==> config.mk <==
export PLATFORM = sky130hd
export DESIGN_NAME = i2c_arb
export DESIGN_NICKNAME = d
export VERILOG_FILES = /design/src/rtl/i2c_arb_pkg.sv /design/src/rtl/i2c_arb_rr.sv /design/src/rtl/i2c_arb.sv
export SDC_FILE = /design/constraint.sdc
export NUM_CORES = 1
export LEC_CHECK = 0
export ABC_AREA = 1
export BUFFER_PORTS_ARGS = -buffer_cell sky130_fd_sc_hd__buf_2
export CORE_MARGIN = 2
export CORE_UTILIZATION = 45
export CTS_CLUSTER_SIZE = 12
export DETAILED_ROUTE_END_ITERATION = 8
export PLACE_DENSITY = 0.72
export SYNTH_ARGS = -nofsm -noshare
export SYNTH_HDL_FRONTEND = slang
export SYNTH_SLANG_ARGS = --single-unit
==> constraint.sdc <==
create_clock -name clk -period 2.2 [get_ports clk]
set_input_delay 0.22 -clock clk [delete_from_list [all_inputs] [get_ports clk]]
set_output_delay 0.22 -clock clk [all_outputs]
set_load 0.02 [all_outputs]
==> src/rtl/i2c_arb_pkg.sv <==
// Shared types and constants for the two-requester I2C EEPROM arbiter.
package i2c_arb_pkg;

    localparam int ADDR_W             = 8;
    localparam int DATA_W             = 8;
    localparam int GAP_CYCLES_DEF     = 100;
    localparam int TIMEOUT_CYCLES_DEF = 65535;

    typedef enum logic [2:0] {
        ST_IDLE,
        ST_ISSUE,
        ST_WAIT_DONE,
        ST_WAIT_RELEASE,
        ST_GAP
    } state_t;

endpackage

==> src/rtl/i2c_arb_rr.sv <==
// Two-way round-robin grant: the requester not served last wins a tie.
module i2c_arb_rr (
    input  logic       req0,
    input  logic       req1,
    input  logic       last_gnt,
    output logic [1:0] gnt
);

    // last_gnt = 1 means requester 1 was served most recently
    always_comb begin
        gnt[0] = req0 && (!req1 || last_gnt);
        gnt[1] = req1 && (!req0 || !last_gnt);
    end

endmodule

==> src/rtl/i2c_arb.sv <==
// Arbitrates two requesters onto one I2C master with enforced idle gaps.
// Optional op_done watchdog enabled by defining I2C_ARB_TIMEOUT_EN.
//
// state        | meaning
// IDLE         | waiting for a request (and for post-reset gap to expire)
// ISSUE        | selected op driven low with captured addr/data
// WAIT_DONE    | op held low until the master raises i2c_op_done
// WAIT_RELEASE | op high, waiting for i2c_op_done to fall
// GAP          | GAP_CYCLES idle clocks before the next grant
module i2c_arb
    import i2c_arb_pkg::*;
#(
    parameter int GAP_CYCLES     = GAP_CYCLES_DEF,
    parameter int TIMEOUT_CYCLES = TIMEOUT_CYCLES_DEF
) (
    input  logic              clk,
    input  logic              rst,
    input  logic              req0,
    input  logic              req1,
    input  logic              we0,
    input  logic              we1,
    input  logic [ADDR_W-1:0] addr0,
    input  logic [ADDR_W-1:0] addr1,
    input  logic [DATA_W-1:0] wdata0,
    input  logic [DATA_W-1:0] wdata1,
    output logic              done0,
    output logic              done1,
    output logic [DATA_W-1:0] rdata0,
    output logic [DATA_W-1:0] rdata1,
    output logic              err0,
    output logic              err1,
    output logic              i2c_write_op,
    output logic              i2c_read_op,
    output logic [ADDR_W-1:0] i2c_addr,
    output logic [DATA_W-1:0] i2c_write_data,
    input  logic [DATA_W-1:0] i2c_read_data,
    input  logic              i2c_op_done
);

    if (GAP_CYCLES < 1 || TIMEOUT_CYCLES < 1) begin : g_param_check
        $error("i2c_arb: GAP_CYCLES and TIMEOUT_CYCLES must be at least 1");
    end

    localparam int               GAP_W    = $clog2(GAP_CYCLES + 1);
    localparam logic [GAP_W-1:0] GAP_LOAD = GAP_W'(GAP_CYCLES);
    localparam logic [GAP_W-1:0] GAP_LAST = GAP_W'(GAP_CYCLES - 1);

    state_t            state;
    state_t            next_state;
    logic [GAP_W-1:0]  gap_cnt;
    logic [1:0]        gnt;
    logic              last_gnt;
    logic              sel;
    logic              we_q;
    logic              grant_we;
    logic              op_we;
    logic              op_next;
    logic              finish;
    logic              timeout;
    logic [DATA_W-1:0] rd_lat;

    i2c_arb_rr u_rr (
        .req0     (req0),
        .req1     (req1),
        .last_gnt (last_gnt),
        .gnt      (gnt)
    );

`ifdef I2C_ARB_TIMEOUT_EN
    localparam int TO_W = $clog2(TIMEOUT_CYCLES + 1);
    logic [TO_W-1:0] to_cnt;

    always_ff @(posedge clk) begin
        if (rst) begin
            to_cnt <= '0;
        end else if (state == ST_ISSUE) begin
            to_cnt <= TO_W'(TIMEOUT_CYCLES - 1);
        end else if ((state == ST_WAIT_DONE || state == ST_WAIT_RELEASE) && to_cnt != '0) begin
            to_cnt <= to_cnt - TO_W'(1);
        end
    end

    assign timeout = (state == ST_WAIT_DONE || state == ST_WAIT_RELEASE) && (to_cnt == '0);

    always_ff @(posedge clk) begin
        if (rst) begin
            err0 <= 1'b0;
            err1 <= 1'b0;
        end else begin
            err0 <= finish && timeout && !sel;
            err1 <= finish && timeout && sel;
        end
    end
`else
    assign timeout = 1'b0;
    assign err0    = 1'b0;
    assign err1    = 1'b0;
`endif

    always_comb begin
        grant_we   = gnt[1] ? we1 : we0;
        op_we      = (state == ST_IDLE) ? grant_we : we_q;
        next_state = state;
        case (state)
            ST_IDLE:         if (gap_cnt == '0 && gnt != 2'b00) next_state = ST_ISSUE;
            ST_ISSUE:        next_state = ST_WAIT_DONE;
            ST_WAIT_DONE:    if (timeout) next_state = ST_GAP;
                             else if (i2c_op_done) next_state = ST_WAIT_RELEASE;
            ST_WAIT_RELEASE: if (timeout || !i2c_op_done) next_state = ST_GAP;
            ST_GAP:          if (gap_cnt == '0) next_state = ST_IDLE;
            default:         next_state = ST_IDLE;
        endcase
        op_next = (next_state == ST_ISSUE) || (next_state == ST_WAIT_DONE);
        finish  = (next_state == ST_GAP) && (state != ST_GAP);
    end

    // Outputs are registered from next_state so the ops never glitch.
    always_ff @(posedge clk) begin
        if (rst) begin
            state          <= ST_IDLE;
            gap_cnt        <= GAP_LOAD;
            last_gnt       <= 1'b1;
            sel            <= 1'b0;
            we_q           <= 1'b0;
            rd_lat         <= '0;
            i2c_write_op   <= 1'b1;
            i2c_read_op    <= 1'b1;
            i2c_addr       <= '0;
            i2c_write_data <= '0;
            done0          <= 1'b0;
            done1          <= 1'b0;
            rdata0         <= '0;
            rdata1         <= '0;
        end else begin
            state <= next_state;
            done0 <= 1'b0;
            done1 <= 1'b0;
            if (state == ST_IDLE && next_state == ST_ISSUE) begin
                sel            <= gnt[1];
                last_gnt       <= gnt[1];
                we_q           <= grant_we;
                i2c_addr       <= gnt[1] ? addr1 : addr0;
                i2c_write_data <= gnt[1] ? wdata1 : wdata0;
            end
            if (finish) begin
                gap_cnt <= GAP_LAST;
            end else if ((state == ST_GAP || state == ST_IDLE) && gap_cnt != '0) begin
                gap_cnt <= gap_cnt - GAP_W'(1);
            end
            i2c_write_op <= ~(op_next & op_we);
            i2c_read_op  <= ~(op_next & ~op_we);
            if (state == ST_WAIT_DONE && i2c_op_done) begin
                rd_lat <= i2c_read_data;
            end
            if (finish) begin
                if (sel) done1 <= 1'b1;
                else     done0 <= 1'b1;
                if (!timeout && !we_q) begin
                    if (sel) rdata1 <= rd_lat;
                    else     rdata0 <= rd_lat;
                end
            end
        end
    end

endmodule

**Word-level counts from Yosys, hierarchy flattened**

Index checks and enable logic that the tools add are counted.

- Bits in registers: 57
- Word-level logic and storage cells: 68

- Equality and inequality tests: 8
- Reduce and logical (&&, ||, !) cells: 23
- Mux-type cells: 13
- Add/sub/neg operators: 1
- Bitwise operators: 8

Operators with widths:

| kind | number |
|---|---|
| 3-bit two-way mux | 6 |
| 8-bit two-way mux | 2 |
| 3-bit one-hot mux with 5 select lines | 1 |
| 3-bit by 2-bit equality test with 1-bit output, second input constant | 3 |
| 1-bit logical AND | 7 |
| 7-bit zero test | 1 |
| 7-bit nonzero test | 1 |
| 7-bit by 1-bit subtractor with 7-bit output, second input constant | 1 |
| 3-bit by 1-bit equality test with 1-bit output, second input constant | 2 |
| 3-bit equality test, second input constant | 2 |
| 1-bit inverter | 6 |
| 3-bit AND reduction | 2 |
| 1-bit logical OR | 4 |
| 1-bit two-way mux | 4 |
| 2-bit nonzero test | 2 |
| 2-bit OR reduction | 2 |
| 1-bit zero test | 3 |
| 3-bit zero test | 1 |
| 3-bit != test, second input constant | 1 |
| 1-bit AND | 2 |

**Longest topological paths before layout**

Gate-level depths: netlist (run 1).

- Depth after elaboration: 11
- Gate-level depth with buffers: 10
- Depth with buffers taken out: 10

**Hierarchy**

From an unflattened synthesis (run 1), not the netlist that was laid out.

- Cell total of the unflattened synthesis: 357
- Area, all modules: 2635.0 sq um

By module, submodules not included:

| module | seq. area each (sq um) | area each (sq um) | times used | cells each |
|---|---|---|---|---|
| i2c_arb | 1141.1 | 2607.5 | 1 | 353 |
| i2c_arb_rr | 0.0 | 27.5 | 1 | 4 |

**Worst setup path before layout (run 1)**

Ideal clock, no wire load.

- Path type: register -> register
- Start: register gap_cnt[0]
- End: register gap_cnt[2]
- Setup time: 132 ps
- Cell stages (with the launch flop): 10
- Setup slack: 739 ps
- Path buffers: 0
- Arrival time: 1329 ps
- Period minus slack after synthesis: 1461 ps
- Cells stage by stage: dfxtp_1 inv_1 ha_1 inv_1 nor2_1 nand3_4 nand2_1 inv_1 nand3_1 nand3_1

- Word-level cells in the longest chain between the ends: 7
- Elaborated cells on any way between the ends: 13

Ends and longest elaborated chain:

| what | RTL line | RTL |
|---|---|---|
| start: declaration | i2c_arb.sv:50 | `logic [GAP_W-1:0] gap_cnt;` |
| start signal: assignment | i2c_arb.sv:148 | `gap_cnt <= gap_cnt - GAP_W'(1);` |
| 7-bit zero test | i2c_arb.sv:105, i2c_arb.sv:110 |  |
| 1-bit logical AND | i2c_arb.sv:105 | `ST_IDLE: if (gap_cnt == '0 && gnt != 2'b00) next_state = ST_ISSUE;` |
| 3-bit two-way mux | i2c_arb.sv:105 |  |
| 3-bit one-hot mux with 5 select lines | i2c_arb.sv:104 | `case (state)` |
| 3-bit equality test | i2c_arb.sv:114 | `finish = (next_state == ST_GAP) && (state != ST_GAP);` |
| 1-bit logical AND | i2c_arb.sv:114 |  |
| 3-bit two-way mux / 2-bit nonzero test (equally long branches) | -- |  |

Parallel ways exist; a longest one is shown, timed or not. The select of a mux whose other input is x is not followed.
A chain may end at the register's enable or synchronous reset.

**Final worst setup path (run 1)**

- Start: register gap_cnt[0]
- End: register i2c_write_op

- Word-level cells in the longest chain between the ends: 8
- Elaborated cells on any way between the ends: 10

Ends and longest elaborated chain:

| what | RTL line | RTL |
|---|---|---|
| 7-bit zero test (*) | i2c_arb.sv:105, i2c_arb.sv:110 |  |
| 1-bit logical AND | i2c_arb.sv:105 |  |
| 3-bit two-way mux | i2c_arb.sv:105 |  |
| 3-bit one-hot mux with 5 select lines (*) | i2c_arb.sv:104 |  |
| 3-bit by 1-bit equality test with 1-bit output / 3-bit by 2-bit equality test with 1-bit output (equally long branches) | i2c_arb.sv:113 | `op_next = (next_state == ST_ISSUE) \|\| (next_state == ST_WAIT_DONE);` |
| 1-bit logical OR (*) | i2c_arb.sv:113 |  |
| 1-bit AND (*) | i2c_arb.sv:150 | `i2c_write_op <= ~(op_next & op_we);` |
| 1-bit inverter (*) | i2c_arb.sv:150 |  |
| end signal: assignment | i2c_arb.sv:150 |  |
| end: declaration | i2c_arb.sv:32 | `output logic i2c_write_op,` |

Every way passes the cells marked *; elsewhere a longest branch is shown, timed or not.

==> impl_results.md, run 1 <==
- Antenna violations before repair: 0
- First-pass GRT wire length: roughly 9000 microns
- Drt drc: 0
- Number of DRC markers in iteration 0: 120
- Most frequent cell after synthesis: nand2_1
- Top cells by area, synth: dfxtp_1, nand2_1, nor2_1
- Clk pwr share: 0.390
- Num ports: 85
- Mapped Cells: 364
- Fin. Hold Viols: 0
- Critical Path Source Type: flip-flop
- Post-synth top area share: 0.445
- Max VDD drop: between 300 and 400 uV
- FFs w/ async S/R, synth: 0
- Final slew viol count: 0
- Tightest Pin Transition: 661 ps
- Setup crit end kind: flip-flop
- Post-CTS setup buffers: 0
- Crit path max fanout: 20
- Unique masters post-synth: 26
- Register area share after synthesis: 0.445
- DRT Pass-1 Iters: 4
- Core ar.: about 5500 sq um
- Switching pwr: roughly 0.00053 W
- Tightest Hold Check Type: primary input to flip-flop
- Crit-path cells: inv_1 -> ha_1 -> nand2_1 -> nor2_1 -> nand2_1 -> nand3_1 -> nand3_1
- Final setup vio count: 0
- Maxcap violations: 0
- CP bufs+invs: 1
- Detail Placement HPWL: 4080 microns
- Worst-skew pair later-pin latency: ~330 ps
- Leak pwr: about 1.5 nW
- Minimum clock period: about 1700 ps
- Initial Util: 0.466
- Synth Flop Type: dfxtp_1
- Status: finished, final reports clean
- Die area: about 6300 sq um
- Syn_area_per_cell: ~7.0 sq um
- PD cells: ~660 nW/um^2
- Routed Antenna Nets: 0
- Switch share: 0.252
- Internal Power: between 0.0015 and 0.002 W
- Routed wire length per instance: around 11 microns
- Unrepaired setup endpoints after global routing: no
- Share of power burned in registers: 0.510
- Die H: about 79 microns
- Synthesized area: ~2600 sq um
- Yosys warnings: 0
- Post-CTS Hold Buffers: 0
- Yosys top cell by area: dfxtp_1
- Peak per-stage delay on the critical path: 410 ps
- Site Rows: 27
- Total track usage: 0.185
- Clock transition at path regs: ~60 ps
- Total detailed-routing wirelength: roughly 5500 microns
- Vias in the first global route: around 2100
- Final TNS setup: 0 ps
- CP max stage cell: nand2_1
- Kind of cell adding the most delay to the critical path: simple AND/OR/NAND/NOR gates
- Root Buffer: clkbuf_8
- Combinational power share: 0.100
- Vias: about 2500
- Clock skew: between 6 and 7 ps
- Synth Register Bits: 57
- Diodes inserted: 0
- DIE WIDTH: between 70 and 80 microns
- Setup CP Type: flip-flop to flip-flop
- CTS tree: yes
- Clock Tree Buf Depth: 2
- Final period util: 0.787
- Number of vias per cell: 4.74
- Max Fclk: ~580 MHz
- Final nets: 494
- GRT overflow: 0
- CTS Buf Count: 9
- Largest net degree at the start of global routing: 28
- Num Clock Sinks: 57
- Number of synthesized flops with an enable pin: 0
- Synth cell count leaders: nand2_1, nor2_1, dfxtp_1, nand3_1, inv_1
- Hold_ws: 100 ps
- Layout area overhead: 23.4%
- Critical path required time: roughly 2400 ps
- Relative slew slack: 0.558
- CTS resizes: 0
- Share of cells above drive strength 1: 0.245
- GP Congestion: ~0.84
- H-tree Lvls: 3
- CP arrival: around 2000 ps
- IO Port Bufs: slightly above 80
area by class of cell:
cell class / instances / area [sq um]
clock buffers: 12 / 145
clock inverters: 3 / 17.5
fillers: 529 / 2340
inverters: 37 / 139
multi-input cells: 255 / 1200
flip-flops and latches: 57 / 1140
well taps: 72 / 90.1
repair buffers: 85 / 433
path summary, 6_finish.rpt:
path / from / to / slack [ps] / cells after the start
max: gap_cnt[0] / i2c_write_op / 470 / 7
min: rst / state[2] / 100 / 2
max reg2reg: gap_cnt[0] / i2c_write_op / 470 / 7
min reg2reg: rdata0[5] / rdata0[5] / 440 / 2
state kept, by name, summed over array words and instances (netlist names):
| register | count |
|---|---|
| last_gnt | 1 |
| i2c_write_data | 8 |
| i2c_read_op | 1 |
| done1 | 1 |
| sel | 1 |
| rdata0 | 8 |
| i2c_addr | 8 |
| rd_lat | 8 |
| state | 3 |
| done0 | 1 |
| rdata1 | 8 |
| we_q | 1 |
| gap_cnt | 7 |
| i2c_write_op | 1 |
per-layer routing:
layer | part of all wire | track usage
met2 | 0.44 | 0.282
met4 | 0.019 | 0.0897
met1 | 0.47 | 0.235
met5 | 0 | 0
met3 | 0.072 | 0.0611
through the flow:
step	setup WS, ps	cell area, sq um	std cells	power, W	util
2_1_floorplan	739	2570	365	0.00123	-
3_3_place_gp	522	3000	506	0.00129	0.545
3_5_place_dp	436	3000	506	0.00130	0.545
4_1_cts	438	3170	521	0.00211	0.575
5_1_grt	258	3170	521	0.00220	0.575
6_report	468	3170	521	0.00209	0.575
power by group through the flow:
stage	logic [W]	clock network [W]	registers, W
2_1_floorplan	0.000146	0	0.00109
3_3_place_gp	0.000205	0	0.00109
3_5_place_dp	0.000209	0	0.00109
4_1_cts	0.000209	0.000839	0.00107
5_1_grt	0.000240	0.000890	0.00107
6_report	0.000209	0.000816	0.00107
placed cells by master (no fill, tap or decap), types with 10 or more instances in the layout:
| cell | synthesis | final |
|---|---|---|
| clkbuf_8 | 0 | 10 |
| nand3_1 | 38 | 38 |
| o21ai_0 | 20 | 20 |
| inv_1 | 36 | 36 |
| o21ai_1 | 20 | 20 |
| a21oi_1 | 21 | 21 |
| buf_2 | 8 | 82 |
| nor2_1 | 61 | 61 |
| dfxtp_1 | 57 | 57 |
| nand2_1 | 73 | 73 |
cells by family after synthesis:
| group | count (synthesis) | share of synthesized area |
|---|---|---|
| and+or+nand+nor | 189 | 0.333 |
| AOI/OAI and AO/OA | 61 | 0.119 |
| DFF | 57 | 0.445 |
| buffers and inverters | 53 | 0.0888 |
| adders and majority gates | 2 | 0.00975 |
| xor gates and xnor gates | 1 | 0.00342 |
| other | 1 | 0.00146 |
(Power assumes the default switching activity.)
==> run 2: changes to the inputs <==
==> constraint.sdc (replaced) <==
create_clock -name clk -period 1.78 [get_ports clk]
set_input_delay 0.178 -clock clk [delete_from_list [all_inputs] [get_ports clk]]
set_output_delay 0.178 -clock clk [all_outputs]
set_load 0.02 [all_outputs]
==> run 2 against run 1 <==
  * Routed wire length up 4.4%
  * Setup slack got worse by 220 ps
  * Die area unchanged
  * Total power up 41%
  * Sequential power rose by 23%
  * Highest routed layer unchanged
==> impl_results.md, run 2 (same netlist as run 1, synthesis figures left out) <==
- Share of power burned in registers: 0.446 (-0.064)
- PD cells: 912 nW/um^2 (+38%)
- First-pass GRT wire length: 9850 microns (+8.0%)
- Number of vias per cell: 4.76 (+0.46%)
- GRT overflow: 0 (unchanged)
- CTS tree: yes
- Share of cells above drive strength 1: 0.257 (+0.0122)
- Critical path required time: 2010 ps (-410 ps)
- Seq. cell area: 1140 sq um (unchanged)
- Setup crit end kind: flip-flop
- Multi-input logic area: 1200 sq um (+0.21%)
- Routed wire length per instance: 11.0 microns (+4.0%)
- Max Fclk: 651 MHz (+13%)
- Post-CTS setup buffers: 0 (unchanged)
- Hold_ws: 80.4 ps (-20.0 ps)
- Drt drc: 0 (unchanged)
- Maxcap violations: 0 (unchanged)
- Placed Area: 3010 sq um (+0.25%)
- Final period util: 0.863 (+0.0755)
- Switching pwr: 0.000724 W (+37%)
- IO Port Bufs: 82 (unchanged)
- H-tree Lvls: 3 (unchanged)
- DIE WIDTH: 79.5 microns (unchanged)
- Num Clock Sinks: 57 (unchanged)
- Most common cell after layout, fill and taps aside: buf_2
- Vias: 2492 (+0.85%)
- Crit path max fanout: 18 (-10%)
- Status: finished, final reports clean
- Num ports: 85 (unchanged)
- Pre-CTS WS: 101 ps (-335 ps)
- Layout area overhead: 26.3%
- Core ar.: 5510 sq um (unchanged)
- Final Core Density: 0.589 (+0.0136)
- GP Congestion: 0.804 (-4.7%)
- Final setup vio count: 0 (unchanged)
- Clk pwr share: 0.467 (+0.077)
- Unrepaired setup endpoints after global routing: no
- Routed Antenna Nets: 0 (unchanged)
- Largest net degree at the start of global routing: 20 (-29%)
- Final slew viol count: 0 (unchanged)
- Smallest setup slack after layout: 244 ps (-224 ps)
- Kind of cell adding the most delay to the critical path: simple AND/OR/NAND/NOR gates
- Total track usage: 0.199 (+0.0142)
- CTS Buf Count: 9 (unchanged)
- Root Buffer: clkbuf_8
- Design area: 3240 sq um (+2.4%)
- Number of fill cells: 497 (-6.0%)
- Hold Path Depth: 2 (unchanged)
- Worst-skew pair later-pin latency: 330 ps (about the same)
- Worst flop-to-flop path startpoint: gap_cnt[0]
- Worst Hold End: sel
- Critical Path Source Type: flip-flop
- Die H: 79.5 microns (unchanged)
- CTS resizes: 0 (unchanged)
- Final TNS setup: 0 ps (unchanged)
- Combinational power share: 0.088 (-0.012)
- Leak pwr: 1.58 nW (+2.2%)
- Clock Tree Buf Depth: 2 (unchanged)
- Number of DRC markers in iteration 0: 75 (-38%)
- Post-CTS Hold Buffers: 0 (unchanged)
- Site Rows: 27 (unchanged)
- Hold Crit Start: rst
- Max VDD drop: 469 uV (+33%)
- Reg2Reg Capture Point: we_q
- DRT Pass-1 Iters: 4 (unchanged)
- Final nets: 495 (+0.20%)
- Internal Power: 0.00223 W (+43%)
- Commonest non-fill, non-tap cells in the layout: buf_2, nand2_1, nor2_1, dfxtp_1, nand3_1
- Flop2flop setup slack: 240 ps (-220 ps)
- CP arrival: 1770 ps (-180 ps)
- Minimum clock period: 1540 ps (-196 ps)
- Antenna violations before repair: 0 (unchanged)
- Clock skew: 6.44 ps (-0.380 ps)
- Clock transition at path regs: 70 ps (about the same)
- Switch share: 0.245 (-0.00714)
- Crit-path cells: inv_2 -> ha_1 -> inv_1 -> nor2_1 -> nand3_4 -> nor2_8 -> nand2_1 -> nand2_1 -> nor2_1
- Peak per-stage delay on the critical path: 320 ps (-90 ps)
- Setup CP Type: flip-flop to flip-flop
- Diodes inserted: 0 (unchanged)
- Detail Placement HPWL: 4120 microns (+1.1%)
- CP max stage cell: dfxtp_1
- Die area: 6320 sq um (unchanged)
- CP bufs+invs: 2 (+1)
- Vias in the first global route: 2375 (+12%)
- Path depth of the worst reg2reg path: 9 (+2)
- Initial Util: 0.466 (unchanged)
- Tightest Hold Check Type: primary input to flip-flop
- Fin. Hold Viols: 0 (unchanged)
- Total detailed-routing wirelength: 5770 microns (+4.4%)
## run 2: cell types whose count changed in the layout (fill, tap and decap cells not counted), sizes merged
cell	before	now
bufinv	0	2
clkbuf	12	10
buf	85	86
inv	37	38
## run 2: how the worst max path moves through the flow
stage,from,endpoint,cells past startpoint
after floorplan,gap_cnt[0],gap_cnt[2],9
after global placement,gap_cnt[0],gap_cnt[2],9
after detailed placement,gap_cnt[0],gap_cnt[2],9
after CTS,gap_cnt[0],gap_cnt[2],9
after global routing,gap_cnt[0],we_q,9
final,gap_cnt[0],we_q,9
## run 2: layout make-up
type | count | area share
clock buffer | 10 | 0.0425
clock inverter | 6 | 0.0278
inverter | 37 | 0.0429
multi-input combinational | 255 | 0.371
sequential | 57 | 0.352
tap | 72 | 0.0278
timing repair buffer | 86 | 0.136
## run 2: power groups by stage
stage | Clock (W) | Combinational, W | Sequential (W)
6_report | 0.00138 | 0.000259 | 0.00132
5_1_grt | 0.00146 | 0.000298 | 0.00132
4_1_cts | 0.00140 | 0.000259 | 0.00132
3_5_place_dp | 0 | 0.000257 | 0.00135
3_3_place_gp | 0 | 0.000252 | 0.00135
2_1_floorplan | 0 | 0.000181 | 0.00134
## run 2: worst reg2reg max path: stages (launching register included)
cell,delay [ps]
dfxtp_1,320
inv_2,110
ha_1,180
inv_1,50
nor2_1,160
nand3_4,170
nor2_8,260
nand2_1,90
nand2_1,70
nor2_1,30
## run 2: per-layer routing
metal / global-route usage / vias to the layer above / part of all wire
li1: - / 1325 / -
met1: 0.233 / 1084 / 0.45
met2: 0.335 / 72 / 0.48
met3: 0.0532 / 11 / 0.059
met4: 0.0983 / 0 / 0.016
met5: 0 / - / 0
## run 2: stage by stage
stage          instances  total power, W
2_1_floorplan        365         0.00152
3_3_place_gp         507         0.00160
3_5_place_dp         507         0.00160
4_1_cts              523         0.00298
5_1_grt              523         0.00308
6_report             523         0.00295
==> run 3: changes to the inputs <==
--- a/config.mk
+++ b/config.mk
@@ -7,8 +7,9 @@
 export LEC_CHECK = 0
 export ABC_AREA = 1
 export BUFFER_PORTS_ARGS = -buffer_cell sky130_fd_sc_hd__buf_2
-export CORE_MARGIN = 2
+export CORE_MARGIN = 1.5
 export CORE_UTILIZATION = 45
+export CTS_BUF_LIST = sky130_fd_sc_hd__clkbuf_16
 export CTS_CLUSTER_SIZE = 12
 export DETAILED_ROUTE_END_ITERATION = 8
 export PLACE_DENSITY = 0.72
==> run 3 against run 2 <==
  * Critical path type unchanged
  * Largest power group unchanged
  * Routed wire length up 0.28%
  * Utilization rose by 2.1 points
  * Register-to-register slack better by 20 ps
  * Clock-buffer cell count down 1
  * Highest routed layer unchanged
==> impl_results.md, run 3 (same netlist as run 1, synthesis figures left out) <==
- Diodes inserted: 0 (unchanged)
- Routed Antenna Nets: 0 (unchanged)
- Total track usage: 0.211 (+0.0115)
- CP max stage cell: dfxtp_1
- Vias: 2516 (+0.96%)
- Num ports: 85 (unchanged)
- Crit-path cells: inv_2 -> ha_1 -> inv_1 -> nor2_1 -> nand3_4 -> nor2_8 -> nand2_1 -> nand2_1 -> nor2_1
- GRT overflow: 0 (unchanged)
- CTS Buf Count: 9 (unchanged)
- Clock skew: 4.99 ps (-1.45 ps)
- Peak per-stage delay on the critical path: 310 ps (about the same)
- Core ar.: 5510 sq um (unchanged)
- Final nets: 498 (+0.61%)
- Post-CTS setup buffers: 0 (unchanged)
- Die H: 78.5 microns (-1.3%)
- DIE WIDTH: 78.5 microns (-1.3%)
- Largest net degree at the start of global routing: 20 (unchanged)
- Worst-skew pair later-pin latency: 330 ps (about the same)
- CTS tree: yes
- Antenna violations before repair: 0 (unchanged)
- Maxcap violations: 0 (unchanged)
- Total detailed-routing wirelength: 5790 microns (+0.28%)
- Crit path max fanout: 18 (unchanged)
- Initial Util: 0.466 (unchanged)
- Status: finished, final reports clean
- CP arrival: 1730 ps (-40 ps)
- Routed wire length per instance: 11.0 microns (-0.29%)
- Site Rows: 27 (unchanged)
- Num Clock Sinks: 57 (unchanged)
- Number of DRC markers in iteration 0: 93 (+24%)
- Die area: 6160 sq um (-2.5%)
- Setup CP Type: flip-flop to flip-flop
- PD cells: 1020 nW/um^2 (+11%)
- Number of vias per cell: 4.78 (+0.39%)
- Hold_ws: 76.9 ps (-3.49 ps)
- Clock transition at path regs: 50 ps (-20 ps)
- Root Buffer: clkbuf_16
- Critical Path Source Type: flip-flop
- Final setup vio count: 0 (unchanged)
- Most common cell after layout, fill and taps aside: buf_2
- Fin. Hold Viols: 0 (unchanged)
- Setup crit end kind: flip-flop
- Clock Tree Buf Depth: 2 (unchanged)
- Max Fclk: 660 MHz (+1.4%)
- Final TNS setup: 0 ps (unchanged)
- Share of cells above drive strength 1: 0.260 (+0.00271)
- Detail Placement HPWL: 4150 microns (+0.71%)
- Vias in the first global route: 2349 (-1.1%)
- First-pass GRT wire length: 10100 microns (+2.3%)
- Flop2flop setup slack: 270 ps (+20 ps)
- Layout area overhead: 30.8%
- Leak pwr: 1.64 nW (+3.4%)
- Final period util: 0.851 (-0.0119)
- GP Congestion: 0.836 (+4.1%)
- Minimum clock period: 1510 ps (-21.2 ps)
- Critical path required time: 2000 ps (about the same)
- DRT Pass-1 Iters: 4 (unchanged)
- Final slew viol count: 0 (unchanged)
- Max VDD drop: 545 uV (+16%)
- Unrepaired setup endpoints after global routing: no
- Drt drc: 0 (unchanged)
- IO Port Bufs: 82 (unchanged)
- Tightest Hold Check Type: primary input to flip-flop
- H-tree Lvls: 3 (unchanged)
- Commonest non-fill, non-tap cells in the layout: buf_2, nand2_1, nor2_1, dfxtp_1, nand3_1
[run 3: cell types whose count changed in the layout (fill, tap and decap cells not counted)]
cell,previous run,this run
buf_4,4,7
clkbuf_8,10,0
clkbuf_16,0,9
clkinv_1,0,1
[run 3: critical path: cells and delay by family, from the launching register on]
kind                     cells  cell delay [ps]
AND/OR/NAND/NOR              6              770
flip-flops                   1              310
adder cells (fa/ha/maj)      1              170
buffers and inverters        2              150
[run 3: power breakdown]
part	leakage [nW]	internal, W	switching (W)	total (W)
combinational	1.02	0.000110	0.000150	0.000260
clock	0.153	0.00122	0.000607	0.00183
sequential	0.460	0.00130	0.0000250	0.00132
total	1.64	0.00263	0.000782	0.00341
[run 3: final timing paths]
| path | to | cells after the start | from |
|---|---|---|---|
| max | we_q | 9 | gap_cnt[0] |
| min | sel | 2 | rst |
| max reg2reg | we_q | 9 | gap_cnt[0] |
| min reg2reg | rdata0[3] | 2 | rdata0[3] |
[run 3: layout make-up]
type	count	area, sq um
inverter	37	139
fill	490	2150
clock inverter	7	93.8
timing repair buffer	89	463
tap	72	90.1
multi-input combinational	255	1200
clock buffer	9	225
sequential	57	1140
[run 3: what timing repair did]
item                       4_1_cts  5_1_grt
resized for setup                0        2
hold buffers                     0        0
setup endpoints to repair        0        7
[run 3: metrics by stage]
step,instance area (sq um),utilization,total power (W),cells,setup slack [ps]
2_1_floorplan,2570,-,0.00152,365,319
3_3_place_gp,3030,0.551,0.00160,510,208
3_5_place_dp,3030,0.551,0.00161,510,145
4_1_cts,3350,0.609,0.00344,526,118
5_1_grt,3350,0.609,0.00354,526,75.5
6_report,3350,0.609,0.00341,526,265
[run 3: per-layer routing]
metal	part of all wire	GRT usage	up-vias
met5	0	0	-
met4	0.018	0.0911	0
met3	0.070	0.0721	12
met2	0.47	0.348	87
met1	0.44	0.248	1082
li1	-	-	1335
